<file path="config.mk">
export PLATFORM = sky130hd
export DESIGN_NAME = gate_teleport_ctrl_flat
export DESIGN_NICKNAME = d
export VERILOG_FILES = /design/src/rtl/gate_teleport_ctrl_if.sv /design/src/rtl/gate_teleport_ctrl.sv /design/src/flat_wrapper.sv
export SDC_FILE = /design/constraint.sdc
export NUM_CORES = 1
export LEC_CHECK = 0
export BUFFER_PORTS_ARGS = -buffer_cell sky130_fd_sc_hd__buf_2
export CAP_MARGIN = 20
export CORE_ASPECT_RATIO = 1.1
export CORE_MARGIN = 5
export CORE_UTILIZATION = 42
export CTS_CLUSTER_DIAMETER = 50
export CTS_CLUSTER_SIZE = 10
export DETAILED_ROUTE_END_ITERATION = 12
export SYNTH_ARGS = -nofsm -noshare
export SYNTH_HDL_FRONTEND = slang
export SYNTH_SLANG_ARGS = --single-unit
</file>
<file path="constraint.sdc">
create_clock -name CLK -period 2.05 [get_ports CLK]
set_clock_uncertainty 0.2 [all_clocks]
set_input_delay 0.41 -clock CLK [delete_from_list [all_inputs] [get_ports CLK]]
set_output_delay 0.41 -clock CLK [all_outputs]
set_load 0.02 [all_outputs]
</file>
<file path="src/rtl/gate_teleport_ctrl_if.sv">
// Gate teleport controller bus.
// Frame/collision inputs and mux/strobe outputs.
interface gate_teleport_ctrl_if;
  logic startOfFrame;
  logic enable;
  logic collision_A;
  logic collision_B;
  logic gate_sel;
  logic teleport;
  logic busy;
  logic blink;

  modport master (
    output startOfFrame,
    output enable,
    output collision_A,
    output collision_B,
    input  gate_sel,
    input  teleport,
    input  busy,
    input  blink
  );

  modport slave (
    input  startOfFrame,
    input  enable,
    input  collision_A,
    input  collision_B,
    output gate_sel,
    output teleport,
    output busy,
    output blink
  );
endinterface

</file>
<file path="src/rtl/gate_teleport_ctrl.sv">
// Gate teleport sequencer for the frog game.
// Picks the destination gate, arms, jumps, cools down.
module gate_teleport_ctrl #(
  parameter int unsigned ARM_FRAMES      = 2,
  parameter int unsigned COOLDOWN_FRAMES = 30
) (
  input  logic           CLK,
  input  logic           RESETn,
  gate_teleport_ctrl_if.slave bus
);

  localparam int unsigned MAXF =
    (ARM_FRAMES > COOLDOWN_FRAMES) ?
    ARM_FRAMES : COOLDOWN_FRAMES;
  localparam int unsigned CW =
    (MAXF > 0) ? $clog2(MAXF + 1) : 1;

  localparam logic [CW-1:0] ARM_LD  = CW'(ARM_FRAMES);
  localparam logic [CW-1:0] COOL_LD = CW'(COOLDOWN_FRAMES);
  localparam logic [CW-1:0] ONE     = CW'(1);
  localparam logic [CW-1:0] ZERO    = '0;

  typedef enum logic [2:0] {
    IDLE,
    ARM,
    JUMP,
    COOLDOWN,
    WAIT_CLEAR
  } state_t;

  state_t        state_q, state_d;
  logic [CW-1:0] cnt_q, cnt_d;
  logic          sel_q, sel_d;
  logic          tel_q, tel_d;
  logic          busy_q, busy_d;
  logic          blink_q, blink_d;

  logic sof;
  logic any_hit;

  assign sof     = bus.startOfFrame;
  assign any_hit = bus.collision_A | bus.collision_B;

  // state and registered outputs
  always_ff @(posedge CLK or negedge RESETn) begin
    if (!RESETn) begin
      state_q <= IDLE;
      cnt_q   <= '0;
      sel_q   <= 1'b0;
      tel_q   <= 1'b0;
      busy_q  <= 1'b0;
      blink_q <= 1'b0;
    end else begin
      state_q <= state_d;
      cnt_q   <= cnt_d;
      sel_q   <= sel_d;
      tel_q   <= tel_d;
      busy_q  <= busy_d;
      blink_q <= blink_d;
    end
  end

  // next state, frame counting and next outputs
  always_comb begin
    state_d = state_q;
    cnt_d   = cnt_q;
    sel_d   = sel_q;
    tel_d   = 1'b0;
    blink_d = 1'b0;
    case (state_q)
      IDLE: begin
        if (bus.enable && any_hit) begin
          state_d = ARM;
          sel_d   = bus.collision_A;
          cnt_d   = ARM_LD;
        end
      end
      ARM: begin
        if (!bus.enable) begin
          state_d = IDLE;
        end else if (cnt_q == ZERO) begin
          state_d = JUMP;
          tel_d   = 1'b1;
        end else if (sof) begin
          cnt_d = cnt_q - ONE;
          if (cnt_q == ONE) begin
            state_d = JUMP;
            tel_d   = 1'b1;
          end else begin
            blink_d = ~blink_q;
          end
        end else begin
          blink_d = blink_q;
        end
      end
      JUMP: begin
        if (COOLDOWN_FRAMES == 0) begin
          state_d = WAIT_CLEAR;
        end else begin
          state_d = COOLDOWN;
          cnt_d   = COOL_LD;
        end
      end
      COOLDOWN: begin
        if (cnt_q == ZERO) begin
          state_d = WAIT_CLEAR;
        end else if (sof) begin
          cnt_d = cnt_q - ONE;
          if (cnt_q == ONE) begin
            state_d = WAIT_CLEAR;
          end
        end
      end
      WAIT_CLEAR: begin
        if (sof && !any_hit) begin
          state_d = IDLE;
        end
      end
      default: begin
        state_d = IDLE;
        cnt_d   = '0;
      end
    endcase
    busy_d = (state_d != IDLE);
  end

  assign bus.gate_sel = sel_q;
  assign bus.teleport = tel_q;
  assign bus.busy     = busy_q;
  assign bus.blink    = blink_q;

endmodule

</file>
<file path="src/flat_wrapper.sv">
// flat-port wrapper written by rule: the top's interface ports become plain ports
module gate_teleport_ctrl_flat 
#(
  parameter int unsigned ARM_FRAMES      = 2,
  parameter int unsigned COOLDOWN_FRAMES = 30
)
  (CLK, RESETn, bus_startOfFrame, bus_enable, bus_collision_A, bus_collision_B, bus_gate_sel, bus_teleport, bus_busy, bus_blink);
  gate_teleport_ctrl_if bus_i ();
  input  logic CLK;
  input  logic RESETn;
  input wire logic [$bits(bus_i.startOfFrame)-1:0] bus_startOfFrame;
  input wire logic [$bits(bus_i.enable)-1:0] bus_enable;
  input wire logic [$bits(bus_i.collision_A)-1:0] bus_collision_A;
  input wire logic [$bits(bus_i.collision_B)-1:0] bus_collision_B;
  output wire logic [$bits(bus_i.gate_sel)-1:0] bus_gate_sel;
  output wire logic [$bits(bus_i.teleport)-1:0] bus_teleport;
  output wire logic [$bits(bus_i.busy)-1:0] bus_busy;
  output wire logic [$bits(bus_i.blink)-1:0] bus_blink;
  assign bus_i.startOfFrame = bus_startOfFrame;
  assign bus_i.enable = bus_enable;
  assign bus_i.collision_A = bus_collision_A;
  assign bus_i.collision_B = bus_collision_B;
  assign bus_gate_sel = bus_i.gate_sel;
  assign bus_teleport = bus_i.teleport;
  assign bus_busy = bus_i.busy;
  assign bus_blink = bus_i.blink;
  gate_teleport_ctrl #(.ARM_FRAMES(ARM_FRAMES), .COOLDOWN_FRAMES(COOLDOWN_FRAMES)) u_core (.CLK(CLK), .RESETn(RESETn), .bus(bus_i));
endmodule
</file>
==> summary.md <==
The cell at the slowest stage of the critical path is dfrtp_1. The worst setup path is of the reg -> reg kind. The multi-input combinational cells in the finished layout cover a total of 409 µm². The routed layout has 614 vias.

The worst path uses 92.4% of the clock period. At the later pin of the worst-skew pair, clock insertion delay measures 270 ps. At the pin with the least slew margin, the transition time is 308 ps. No sink is reached through more buffers than the 2 on the longest clock path. The routed design could run at a clock period as short as 1900 ps. The total nets after synthesis was 86. The tools report the summed instance area of the synthesized netlist as 744 µm². For the first-pass GRT wire length, the log shows 2.77 mm. In this run the mean area of a mapped cell was 9.67 µm². Number of nets in the final layout: 103. The global placer's final weighted congestion is 0.735, and the slack of the worst reg-to-reg path is 150 ps.

The run gives 0.388 nW as the leakage power figure. The most critical setup path has its endpoint at u_core.cnt_q[1]. Capturing element type of the critical path: a flop. The count of flip-flops with a built-in enable after synthesis works out to 0. The routed wire length per instance works out to 13.9 µm. The placement row count came out at 16. TritonCTS built the clock tree. The logs give 42.7% for the initial standard-cell utilization of the core and 0 for the number of warnings issued by yosys. The worst setup path is launched from a flop. The class of the worst hold path was in -> reg.

After detailed routing, the total wire length is 1.55 mm. Power density over cell area: 1340 nW/µm². The vias per cell came out at 5.53.

The run gives 0 as the initial antenna violation count. In the final timing run, aggregate negative setup slack is 0 ps. The number of diodes is 0, and the combined global-route utilization of all metal layers is 13.6%.

Setup repair after global routing left no endpoint under its margin. The number of setup violations in the final report is 0, and the number of max-cap violations is 0. Tracing the worst setup path back leads to its startpoint at u_core.cnt_q[3]. The required time of the critical path was 2010 ps; the total count of max-transition violations in the final report was 0.

The netlist uses 34 different library cells. In the final layout, flip-flops and latches occupy 300 µm². Based on the critical path, the design can be clocked at up to 528 MHz.

Global routing finished with a remaining overflow of 0. Clock tree synthesis inserted a total of 3 buffers. Counting every instance in the synthesized netlist gives 77.

Of the synthesized area, sequential elements account for 40.3%. The chip height is 54.2 µm. The highest net fanout along the worst path is 5. Entering global routing, the biggest net connects 13 pins. In this run the biggest area consumer among cell types represents 40.3% of the synthesized area. Buffers placed on the I/O ports in this run total 9. Number of synthesized register bits: 12. dfrtp_1 is the most common cell in the netlist. The floorplan step defined a die boundary enclosing 2720 µm².

In this run the remaining antenna-violating nets after routing total 0. Cell accounting for the most synthesized area: dfrtp_1. The launch point of the worst reg-to-reg path is u_core.cnt_q[3]. The worst supply voltage drop on vdd came out at 0.643 mV. The run finished with clean final reports. Clock tree synthesis selected as its root buffer the cell clkbuf_4. The most used flip-flop cell after synthesis is dfrtp_1. The x dimension of the die works out to 50.1 µm. Traced cell by cell, the critical path runs through or3_4 -> nor3_2 -> or3_4 -> mux2_1. The worst flop-to-flop path endpoint is u_core.cnt_q[1].

The worst stage delay on the critical path was 420 ps. The fraction of synthesis flops using an asynchronous set or reset pin was 100%. The total of fill cells in the finished design came out at 160. After clock tree synthesis, the clock-pin slew on the worst setup and hold paths is 80 ps. The area after detailed placement was 833 µm²; the first-pass iteration count of the detailed router was 4.

Of the cells placed in the final design, the portion with a size suffix greater than 1 is 25.8%. The placeable core region was 1740 µm²; the number of hold-slack violations in the final timing report was 0. Detailed placement finished with a half-perimeter wire length of 1.15 mm.

The worst register-to-register path has a depth of 4. Pin placement for this block handled 10 I/O pins. The clock drives 12 sinks.

The logs give 880 µm² for the summed area of non-filler cells in the final layout and 79.2% for the tightest slew margin relative to the limit. The startpoint identified for the worst hold timing path is bus_collision_A. The most frequent cell on the critical path is or3_4. The number of DRC violations after detailed-routing iteration 0 was 8; the area added between synthesis and finish was 18.2%. Measured on the finished design, the core utilization comes to 50.5%.

The number of global-route vias before repair came out at 636. The tools report the number of H-tree levels as 1. By count the netlist is led by dfrtp_1 (12), nor2_1 (6), inv_1 (5). After detailed routing, the number of remaining DRC violations is 0. In the post-synthesis netlist, the biggest area contributors are dfrtp_1 (40%), ha_1 (5.0%), nand2b_1 (3.4%). The tools report the data arrival time of the worst path as 1860 ps.
-- worst min path at each step --
stage	end	slack [ps]	cells after the start
2_1_floorplan	u_core.bus.blink	-90	0
3_3_place_gp	u_core.bus.teleport	100	1
3_5_place_dp	u_core.bus.teleport	110	1
4_1_cts	u_core.bus.gate_sel	180	2
5_1_grt	u_core.bus.gate_sel	200	2
6_report	u_core.bus.gate_sel	190	2
-- sequential cells by signal, indices dropped and copies added (netlist names) --
| register | count |
|---|---|
| u_core.cnt_q | 5 |
| u_core.state_q | 3 |
| u_core.bus.blink | 1 |
| u_core.bus.busy | 1 |
| u_core.bus.gate_sel | 1 |
| u_core.bus.teleport | 1 |
-- timing repair --
action	4_1_cts	5_1_grt
setup buffers	0	0
hold endpoints to repair	12	0
hold buffers	1	0
resized for setup	0	0
-- critical path, delay by kind of cell, from the launching register on --
family,cells,cell delay (ps)
mux,1,310
flops,1,420
simple gates,3,840
-- cells in the final DEF (no fill, tap or decap), drive strengths merged --
| master | synthesis | layout |
|---|---|---|
| a21oi | 4 | 4 |
| a22o | 1 | 1 |
| o21ai | 3 | 3 |
| xnor2 | 1 | 1 |
| a31oi | 2 | 2 |
| or2 | 1 | 1 |
| mux2i | 1 | 1 |
| nand3 | 1 | 1 |
| nor3 | 3 | 3 |
| ha | 3 | 3 |
| nor2b | 2 | 2 |
| nor2 | 6 | 6 |
| or4 | 1 | 1 |
| nor4 | 1 | 1 |
| nor3b | 2 | 2 |
| o22a | 1 | 1 |
| buf | 2 | 14 |
| mux2 | 2 | 2 |
| or3 | 6 | 6 |
| clkbuf | 1 | 4 |
| nand2b | 4 | 4 |
| o211ai | 2 | 2 |
| o31ai | 2 | 2 |
| o311ai | 2 | 2 |
| inv | 5 | 5 |
| nand2 | 3 | 3 |
| o21a | 2 | 2 |
| dlygate4sd3 | 0 | 1 |
| a21o | 1 | 1 |
| dfrtp | 12 | 12 |
-- per-stage QoR --
| stage | std cells | worst slack, ps | power (mW) | hold WS (ps) |
|---|---|---|---|---|
| after floorplan | 77 | 230 | 0.826 | -85.6 |
| after global placement | 106 | 204 | 0.981 | 105 |
| after detailed placement | 106 | 164 | 0.990 | 108 |
| after CTS | 111 | 154 | 1.19 | 182 |
| after global routing | 111 | 41.7 | 1.27 | 195 |
| final | 111 | 155 | 1.18 | 192 |
-- cells by family (layout without fill, tap and decap cells) --
group / after synthesis / in the layout / synth area share (%)
AOI/OAI and AO/OA: 20 / 20 / 19.2
adders and majority gates: 3 / 3 / 5.04
buffers and inverters: 8 / 24 / 4.71
muxes: 3 / 3 / 4.37
and+or+nand+nor: 30 / 30 / 25.2
DFF: 12 / 12 / 40.3
xor gates and xnor gates: 1 / 1 / 1.18
-- routing by layer --
metal / up-vias / GRT usage [%] / routed length [µm]
met3: 2 / 3.32 / 67
met1: 291 / 16.8 / 725
met5: - / 0 / 0
met4: 0 / 6.55 / 10
met2: 12 / 22.2 / 744
li1: 309 / - / -
-- area by class of cell --
cell class	instances	area share (%)
Tap cell	18	2.56
Timing Repair Buffer	15	10.5
Sequential cell	12	34.1
Clock buffer	4	4.13
Multi-Input combinational cell	57	46.5
Inverter	5	2.13
-- where the power goes --
part	switching, mW	internal (mW)
registers	0.0804	0.330
clock network	0.0838	0.108
logic	0.302	0.274
total	0.466	0.712
Note: power is estimated with default switching activity, not from simulation.
